File: src/rtl/chain_alu.sv
// chain_alu: handshaked chained arithmetic unit.
// Collects up to DEPTH signed operands, each with a trailing operator
// (00 add, 01 sub, 10 mul, 11 div), then folds the chain into one
// WIDTH-bit signed result with status flags.
// Optional build macro: CHAIN_ALU_PRECEDENCE_EN (mul/div bind tighter
// than add/sub; default build is strict left-to-right).
// Ports:
//   clk, rst_n            clock, asynchronous active-low reset
//   in_valid/in_ready     operand token handshake
//   in_operand, in_op     operand and operator applied after it
//   in_last               token ends the expression
//   out_valid/out_ready   result handshake
//   out_result            signed result
//   out_neg, out_zero     sign / zero of out_result
//   out_div0, out_ovf     divide-by-zero, sticky overflow
//   busy                  high while evaluating or holding a result
module chain_alu #(
  parameter int WIDTH = 8,
  parameter int DEPTH = 5
) (
  input  logic             clk,
  input  logic             rst_n,
  input  logic             in_valid,
  output logic             in_ready,
  input  logic [WIDTH-1:0] in_operand,
  input  logic [1:0]       in_op,
  input  logic             in_last,
  output logic             out_valid,
  input  logic             out_ready,
  output logic [WIDTH-1:0] out_result,
  output logic             out_neg,
  output logic             out_zero,
  output logic             out_div0,
  output logic             out_ovf,
  output logic             busy
);

`ifdef CHAIN_ALU_PRECEDENCE_EN
  localparam bit PREC = 1'b1;
`else
  localparam bit PREC = 1'b0;
`endif

  localparam int CW    = $clog2(DEPTH + 1);
  localparam int BW    = $clog2(WIDTH + 1);
  localparam int SLOTS = 1 << CW;
  localparam logic [CW-1:0] LAST_IDX = CW'(DEPTH - 1);

  typedef enum logic [1:0] {COLLECT, EVAL, DIV, DONE} state_t;

  state_t state, state_d;

  logic [WIDTH-1:0] opnd [SLOTS];
  logic [1:0]       ops  [SLOTS];

  logic [CW-1:0]    cnt, cnt_d, idx, idx_d, idx_p1;
  logic [WIDTH-1:0] acc, acc_d, sum, sum_d;
  logic [WIDTH-1:0] dq, dq_d, dd, dd_d, rem, rem_d, res_d;
  logic [BW-1:0]    bcnt, bcnt_d;
  logic             sgn, sgn_d, qneg, qneg_d, ovf, ovf_d, div0_d;

  logic [WIDTH-1:0] res_q;
  logic             div0_q, ovf_q;

  logic [WIDTH-1:0]   b;
  logic [1:0]         cur_op;
  logic               at_end, last_step, prod_ovf;
  logic [2*WIDTH-1:0] prod;
  logic [WIDTH:0]     fin, as_r, trial;

  // Returns {overflow, wrapped result}.
  function automatic logic [WIDTH:0] addsub(input logic [WIDTH-1:0] x,
                                            input logic [WIDTH-1:0] y,
                                            input logic sub);
    logic [WIDTH:0] s;
    s = sub ? ({x[WIDTH-1], x} - {y[WIDTH-1], y})
            : ({x[WIDTH-1], x} + {y[WIDTH-1], y});
    return {s[WIDTH] ^ s[WIDTH-1], s[WIDTH-1:0]};
  endfunction

  function automatic logic [WIDTH-1:0] mag(input logic [WIDTH-1:0] x);
    return x[WIDTH-1] ? -x : x;
  endfunction

  assign idx_p1    = idx + CW'(1);
  assign b         = opnd[idx_p1];
  assign cur_op    = ops[idx];
  assign at_end    = (idx == cnt - CW'(1));
  assign last_step = (idx_p1 == cnt - CW'(1));
  assign prod      = $signed({{WIDTH{acc[WIDTH-1]}}, acc}) *
                     $signed({{WIDTH{b[WIDTH-1]}}, b});
  assign prod_ovf  = (|prod[2*WIDTH-1:WIDTH-1]) && !(&prod[2*WIDTH-1:WIDTH-1]);
  assign fin       = addsub(sum, acc, sgn);
  assign as_r      = addsub(acc, b, cur_op[0]);
  assign trial     = {rem, dq[WIDTH-1]} - {1'b0, dd};

  always_comb begin
    state_d = state;
    cnt_d   = cnt;
    idx_d   = idx;
    acc_d   = acc;
    sum_d   = sum;
    dq_d    = dq;
    dd_d    = dd;
    rem_d   = rem;
    bcnt_d  = bcnt;
    sgn_d   = sgn;
    qneg_d  = qneg;
    ovf_d   = ovf;
    res_d   = '0;
    div0_d  = 1'b0;
    case (state)
      COLLECT: begin
        if (in_valid) begin
          cnt_d = cnt + CW'(1);
          if (cnt == '0) acc_d = in_operand;
          if (in_last || cnt == LAST_IDX) begin
            state_d = EVAL;
            idx_d   = '0;
            sum_d   = '0;
            sgn_d   = 1'b0;
            ovf_d   = 1'b0;
          end
        end
      end
      EVAL: begin
        if (at_end) begin
          // Only reached for a single operand, or for the pending-term
          // cycle in precedence mode.
          state_d = DONE;
          if (PREC) begin
            res_d = fin[WIDTH-1:0];
            ovf_d = ovf | fin[WIDTH];
          end else begin
            res_d = acc;
          end
        end else begin
          case (cur_op)
            2'b10: begin
              acc_d = prod[WIDTH-1:0];
              ovf_d = ovf | prod_ovf;
            end
            2'b11: begin
              dq_d    = mag(acc);
              dd_d    = mag(b);
              rem_d   = '0;
              bcnt_d  = '0;
              qneg_d  = acc[WIDTH-1] ^ b[WIDTH-1];
              state_d = DIV;
            end
            default: begin
              if (PREC) begin
                // acc holds the mul/div term; fold it into sum with the
                // sign of the add/sub that preceded it.
                sum_d = fin[WIDTH-1:0];
                ovf_d = ovf | fin[WIDTH];
                sgn_d = cur_op[0];
                acc_d = b;
              end else begin
                acc_d = as_r[WIDTH-1:0];
                ovf_d = ovf | as_r[WIDTH];
              end
            end
          endcase
          if (cur_op != 2'b11) begin
            idx_d = idx_p1;
            if (!PREC && last_step) begin
              state_d = DONE;
              res_d   = acc_d;
            end
          end
        end
      end
      DIV: begin
        if (dd == '0) begin
          state_d = DONE;
          res_d   = '0;
          div0_d  = 1'b1;
        end else if (bcnt != BW'(WIDTH)) begin
          // dq shifts dividend bits out at the top and quotient bits in.
          bcnt_d = bcnt + BW'(1);
          if (!trial[WIDTH]) begin
            rem_d = trial[WIDTH-1:0];
            dq_d  = {dq[WIDTH-2:0], 1'b1};
          end else begin
            rem_d = {rem[WIDTH-2:0], dq[WIDTH-1]};
            dq_d  = {dq[WIDTH-2:0], 1'b0};
          end
        end else begin
          acc_d = qneg ? -dq : dq;
          ovf_d = ovf | (!qneg && dq[WIDTH-1]);
          idx_d = idx_p1;
          if (!PREC && last_step) begin
            state_d = DONE;
            res_d   = acc_d;
          end else begin
            state_d = EVAL;
          end
        end
      end
      DONE: begin
        if (out_ready) begin
          state_d = COLLECT;
          cnt_d   = '0;
          ovf_d   = 1'b0;
        end
      end
      default: state_d = COLLECT;
    endcase
  end

  always_ff @(posedge clk or negedge rst_n) begin
    if (!rst_n) begin
      state  <= COLLECT;
      cnt    <= '0;
      idx    <= '0;
      acc    <= '0;
      sum    <= '0;
      dq     <= '0;
      dd     <= '0;
      rem    <= '0;
      bcnt   <= '0;
      sgn    <= 1'b0;
      qneg   <= 1'b0;
      ovf    <= 1'b0;
      res_q  <= '0;
      div0_q <= 1'b0;
      ovf_q  <= 1'b0;
    end else begin
      state <= state_d;
      cnt   <= cnt_d;
      idx   <= idx_d;
      acc   <= acc_d;
      sum   <= sum_d;
      dq    <= dq_d;
      dd    <= dd_d;
      rem   <= rem_d;
      bcnt  <= bcnt_d;
      sgn   <= sgn_d;
      qneg  <= qneg_d;
      ovf   <= ovf_d;
      if (state != DONE && state_d == DONE) begin
        res_q  <= res_d;
        div0_q <= div0_d;
        ovf_q  <= ovf_d;
      end else if (state == DONE && out_ready) begin
        res_q  <= '0;
        div0_q <= 1'b0;
        ovf_q  <= 1'b0;
      end
    end
  end

  // Token storage needs no reset: cnt alone decides what is valid.
  always_ff @(posedge clk) begin
    if (in_valid && state == COLLECT) begin
      opnd[cnt] <= in_operand;
      ops[cnt]  <= in_op;
    end
  end

  assign in_ready   = (state == COLLECT);
  assign busy       = (state != COLLECT);
  assign out_valid  = (state == DONE);
  assign out_result = res_q;
  assign out_neg    = res_q[WIDTH-1];
  assign out_zero   = (res_q == '0);
  assign out_div0   = div0_q;
  assign out_ovf    = ovf_q;

endmodule

File: config.mk
export PLATFORM = sky130hd
export DESIGN_NAME = chain_alu
export DESIGN_NICKNAME = d
export VERILOG_FILES = /design/src/rtl/chain_alu.sv
export SDC_FILE = /design/constraint.sdc
export NUM_CORES = 1
export LEC_CHECK = 0
export ABC_AREA = 1
export CORE_MARGIN = 10
export CORE_UTILIZATION = 62
export DETAILED_ROUTE_END_ITERATION = 12
export GPL_ROUTABILITY_DRIVEN = 1
export PLACE_DENSITY = 0.8
export SKIP_CTS_REPAIR_TIMING = 1
export SLEW_MARGIN = 40
export SYNTH_ARGS = -nofsm -noshare
export SYNTH_HDL_FRONTEND = slang
export SYNTH_SLANG_ARGS = --single-unit
File: constraint.sdc
create_clock -name clk -period 17.1 [get_ports clk]
set_clock_uncertainty 0.1 [all_clocks]
set_input_delay 2.565 -clock clk [delete_from_list [all_inputs] [get_ports clk]]
set_output_delay 2.565 -clock clk [all_outputs]
set_load 0.005 [all_outputs]
==> out/summary.txt, run 1 <==
Initial antenna violation count = 0
Wirelength, routed = 26500 um
Slowest cell on crit path = ha_1
Max frequency = 0.131 GHz
Longest Clk Path Bufs = 2
WS Path Type = flop to flop
Share of layout cells above drive strength 1 = 6.53%
Setup TNS = 0 ns
Worst flop-to-flop path endpoint = out_ovf
Crit share post-route = 44.7%
Worst-path clk slew = 0.06 ns
Worst-margin pin slew = 0.816 ns
Die area = 0.0222 mm^2
Post-synth top flop = edfxtp_1
Syn_nets = 1359
Metal2 WL = 12300 um
Met1 Wirelength = 10700 um
CTS Buf Count = 17
Routability cong. = 0.967
Core Area = 0.0165 mm^2
Initial drt markers = 971
Distinct cell type count after synthesis = 50
Reg2Reg Setup Slack = 9.46 ns
Top routing layer in use = met4
Die extent in x = 149 um
GRT Util Overall = 24.3%
WL met3 = 2710 um
WHS = 0.411 ns
Crit path max-delay family = adder cells
Area grow syn2layout = 9.71%
Yosys reg bits = 136
Max stage delay on crit path = 0.54 ns
WP data required = 17.32 ns
Max Cap Viol = 0
Critical path data arrival time = 7.86 ns
Via count = 8645
Height of the die = 149 um
Ys async rst share = 41.2%
Slew HR = 45.5%
Reg-to-reg startpoint = idx[0]
Port bufs = 29
Nets = 1375
Seq/Total Area, Yosys = 36.8%
Bufs and invs on worst path = 8
Post-route ant nets = 0
Synth top area cells = edfxtp_1 23%, dfrtp_1 14%, fa_1 11%
Register area = 0.00380 mm^2
H-tree Lvls = 4
Post-synth top area cell = edfxtp_1
Worst hold path class = flop to flop
CTS sink cnt = 136
Avg Cell Area, Syn = 8.42 um^2
# rows = 47
Fin. Hold Viols = 0
Status = completed
Multi-input combinational cell area = 0.00550 mm^2
CTS tree = built
First-pass GRT wire length = 43000 um
Grt total ovfl = 0
Synthesized area = 0.0103 mm^2
Initial cell density of the core = 62.7%
# diodes = 0
Critical Path Sink Type = flop
RSZ-0062 raised after global routing = no
DRT Pass-1 Iters = 6
Io pins = 30
Post-synth EDFFs = 80
Fill count = 1292
FF-to-FF path depth = 38
CP Max Fanout = 44
Synth top area share = 23.3%
DRC = 0
Hold Path Stages = 2
Pin count of the biggest net entering global routing = 57
Root buffer cell = clkbuf_16
Final setup fails = 0
Hold EP = out_div0
Most frequent CP cell = nand2_1
Number of max-slew violations in the final report = 0
Syn. warnings = 0
Gate count of the mapped netlist = 1226
Min-delay src = out_div0
Post-DP HPWL = 19100 um
Min Tclk post-route = 7.64 ns
Drt wl/cell = 18.0 um
Vias in the first global route = 8340
Routed vias/inst = 5.86
Latest clock arrival within the worst-skew pair = 0.43 ns
CP Launch Type = flop
kinds of logic after synthesis:
family,Yosys count,synth area share [%]
AOI/OAI and AO/OA,205,11.8
DFF,136,36.8
xor gates and xnor gates,39,3.56
and+or+nand+nor,469,19.2
adders and majority gates,118,18.4
buffers and inverters,259,10.1
sequential cells by signal (all words and copies together), names as in the netlist:
register,cells
opnd,64
ops,16
acc,8
dd,8
dq,8
out_result,8
rem,8
bcnt,4
cnt,3
idx,3
state,2
out_div0,1
out_ovf,1
ovf,1
qneg,1
placed cells by master, fill, tap and decap left out, types with 3 or more instances in the layout:
cell / instances
o221ai_1: 14
xor2_1: 26
inv_8: 3
o211ai_1: 13
nand3_1: 71
clkinv_8: 5
inv_6: 6
o22ai_1: 19
o21ai_1: 16
fa_1: 57
clkinv_1: 5
clkbuf_16: 17
clkdlybuf4s50_1: 28
o21bai_1: 3
inv_2: 10
ha_1: 61
o21ai_0: 79
nor2_2: 10
xnor2_1: 11
nand2_1: 246
edfxtp_1: 80
buf_4: 3
inv_1: 209
nor2_1: 99
a21oi_1: 44
dfrtp_1: 56
nand2_2: 9
nand4_1: 6
or2_2: 5
nor3_1: 12
worst max path at each step:
stage	start	end	slack (ns)	depth (start not counted)
after floorplan	idx[0]	out_ovf	10.91	37
after global placement	idx[0]	out_ovf	9.78	36
after detailed placement	idx[0]	out_ovf	9.63	38
after CTS	idx[0]	out_ovf	9.56	36
after global routing	idx[0]	out_ovf	8.90	36
final	idx[0]	out_ovf	9.46	38
final cells by class:
class | count | share of cell area, %
clock buffer | 17 | 3.76
sequential | 136 | 33.6
multi-input combinational | 831 | 48.5
inverter | 224 | 7.42
timing repair buffer | 32 | 2.72
clock inverter | 15 | 1.55
tap | 220 | 2.43
synthesized netlist by cell type (2+ instances only):
library cell	count
a211oi_1	2
a21oi_1	44
a221oi_1	2
a31oi_1	2
buf_2	10
buf_4	8
buf_6	4
clkbuf_1	12
clkinv_1	5
dfrtp_1	56
edfxtp_1	80
fa_1	57
ha_1	61
inv_1	209
inv_2	10
nand2_1	246
nand2_2	9
nand2_4	2
nand3_1	71
nand3_2	2
nand3b_1	2
nand4_1	6
nor2_1	108
nor3_1	12
nor4_1	2
o211ai_1	13
o21ai_0	79
o21ai_1	16
o21bai_1	3
o221ai_1	14
o22ai_1	19
o31ai_1	2
o32ai_2	2
or2_2	5
xnor2_1	11
xor2_1	26
worst min-delay path, delay by kind of cell (launching register included):
family / cells / cell delay [ns]
AOI/OAI and AO/OA: 1 / 0.06
and+or+nand+nor: 1 / 0.06
DFF: 1 / 0.36
per-stage QoR:
stage               cells  setup slack (ns)  util (%)  area [um^2]
finish               1475              9.46      68.8        11300
global route         1475              8.90      68.8        11300
CTS                  1475              9.56      68.8        11300
detailed placement   1443              9.63      65.1        10700
global placement     1443              9.78      65.0        10700
floorplan            1226             10.91         -        10300
routing by layer:
metal,vias to the layer above,global-route usage (%)
met5,-,0
met4,0,8.83
met3,75,5.49
met2,473,38.0
met1,4075,32.4
li1,4022,-
Power of run 1 is not shown: default switching activity piles up to over one toggle a cycle in this logic, so the estimate is an artifact.
==> run 2: changes to the inputs <==
- clock period: 17.1 -> 7.31 ns (I/O delays scaled with it)
==> run 2 against run 1 <==
  * Sequential cell count unchanged
  * Highest routed layer unchanged
  * Worst setup slack got worse by 8.9 ns
  * Via count decreased by 1.3%
  * Routed wire length decreased by 1.2%
  * Count of clock-buffer cells in the layout unchanged
  * Non-clock buffer count increased by 9
  * Global-route usage about the same
  * Fmax increased by 13%
  * Critical path depth decreased by 1
  * Final cell count increased by 0.61%
==> out/summary.txt, run 2 (synthesis gave the netlist of run 1 again) <==
Status = completed
Largest registers = opnd x64, ops x16
Crit path max-delay family = adder cells
Root buffer cell = clkbuf_16
Vias in the first global route = 8358 (+0.22%)
Post-route ant nets = 0 (unchanged)
Slowest cell on crit path = fa_1
RSZ-0062 raised after global routing = no
Drt wl/cell = 17.6 um (-1.8%)
DRT Pass-1 Iters = 7 (+1)
Initial cell density of the core = 62.7% (unchanged)
CTS Buf Count = 17 (unchanged)
H-tree Lvls = 4 (unchanged)
CTS sink cnt = 136 (unchanged)
DRC = 0 (unchanged)
FF-to-FF path depth = 37 (-2.6%)
Die extent in x = 149 um (unchanged)
Via count = 8534 (-1.3%)
Routed vias/inst = 5.75 (-1.9%)
Hold EP = out_ovf
Final setup fails = 0 (unchanged)
Min Tclk post-route = 6.76 ns (-0.877 ns)
Area grow syn2layout = 10.4%
Initial drt markers = 859 (-12%)
Core Area = 0.0165 mm^2 (unchanged)
Pin count of the biggest net entering global routing = 57 (unchanged)
Longest Clk Path Bufs = 2 (unchanged)
Height of the die = 149 um (unchanged)
WS Path Type = flop to flop
Io pins = 30 (unchanged)
Grt total ovfl = 0 (unchanged)
# diodes = 0 (unchanged)
Critical Path Sink Type = flop
Number of max-slew violations in the final report = 0 (unchanged)
Port bufs = 29 (unchanged)
Worst-margin pin slew = 0.755 ns (-0.0607 ns)
Post-DP HPWL = 19100 um (+0.11%)
Critical path data arrival time = 6.99 ns (-0.87 ns)
Setup TNS = 0 ns (unchanged)
Design area = 0.0114 mm^2 (+0.64%)
Placed inst area = 0.0108 mm^2 (+0.58%)
Wirelength, routed = 26200 um (-1.2%)
WP depth = 37 (-2.6%)
Worst-path clk slew = 0.07 ns (about the same)
Bufs and invs on worst path = 7 (-1)
Dpl cells = 1452 (+0.62%)
Initial antenna violation count = 0 (unchanged)
GRT Util Overall = 24.3% (about the same)
Die area = 0.0222 mm^2 (unchanged)
Latest clock arrival within the worst-skew pair = 0.44 ns (about the same)
Most flops, register = opnd
Max frequency = 0.148 GHz (+13%)
Slew HR = 49.6% (+4.1 points)
Most frequent CP cell = nand2_1
CP Max Fanout = 19 (-57%)
Post-route insts no fill = 1484 (+0.61%)
WP data required = 7.54 ns (-9.78 ns)
Max stage delay on crit path = 0.61 ns (+0.07 ns)
Crit share post-route = 92.5% (+48 points)
Routability cong. = 0.934 (-3.4%)
Fin. Hold Viols = 0 (unchanged)
Worst flop-to-flop path endpoint = out_ovf
Min-delay src = out_ovf
Reg-to-reg startpoint = idx[1]
Most common cell after layout, fill and taps aside = nand2_1
Share of layout cells above drive strength 1 = 7.20% (+0.67 points)
CP Launch Type = flop
Worst hold path class = flop to flop
Reg2Reg Setup Slack = 0.55 ns (-8.91 ns)
Hold Path Stages = 2 (unchanged)
Max FFs per register = 64 (unchanged)
Max Cap Viol = 0 (unchanged)
# rows = 47 (unchanged)
First-pass GRT wire length = 42900 um (-0.26%)
Nets = 1384 (+0.65%)
Most frequent cells in the layout = 246 x nand2_1, 209 x inv_1, 101 x nor2_1
CTS tree = built
Finished Core Util = 69.2% (+0.44 points)
[run 2: cell count changes in the layout (fill, tap and decap cells not counted), sizes merged]
| cell | change |
|---|---|
| buf | +9 |
| clkinvlp | +1 |
| inv | -1 |
[run 2: worst reg2reg max path: cells and delay by family (launching register included)]
kind                     cells  cell delay (ns)
AO/OA/AOI/OAI                3             0.40
XOR/XNOR                     1             0.18
AND/OR/NAND/NOR             20             1.71
flip-flops                   1             0.52
adder cells (fa/ha/maj)      6             2.92
buffers and inverters        7             0.84
[run 2: per-layer routing]
layer / global-route usage [%] / wire (um) / vias to the layer above / share of wire [%]
li1: - / - / 4037 / -
met1: 32.6 / 10900 / 4038 / 42
met2: 37.8 / 12100 / 394 / 46
met3: 5.07 / 2420 / 65 / 9.2
met4: 9.52 / 721 / 0 / 2.8
met5: 0 / 0 / - / 0
[run 2: cell type report]
type,instances,area [um^2]
clock inverters,15,181
inverters,224,841
fillers,1269,5070
clock buffers,17,425
multi-input cells,831,5490
repair buffers,41,375
flip-flops and latches,136,3800
well taps,220,275
[run 2: worst max-delay path by stage]
stage,start,to,slack (ns)
detailed placement,idx[1],out_ovf,0.52
finish,idx[1],out_ovf,0.55
CTS,idx[1],out_ovf,0.48
global route,idx[1],out_ovf,0.007
floorplan,idx[0],out_ovf,1.12
global placement,idx[1],out_ovf,0.63
[run 2: metrics by stage]
step	hold WS [ns]	setup WS, ns
after floorplan	0.371	1.12
after global placement	0.372	0.634
after detailed placement	0.376	0.520
after CTS	0.410	0.481
after global routing	0.423	0.00670
final	0.407	0.546
Power of run 2 is left out for the same reason.
==> run 3: changes to the inputs <==
- GPL_TIMING_DRIVEN: not set -> 1
- HOLD_SLACK_MARGIN: not set -> 0.12
==> results of run 3 <==
No change in the layout: final DEF, timing and power equal those of run 2.
Power of run 3 is left out for the same reason.
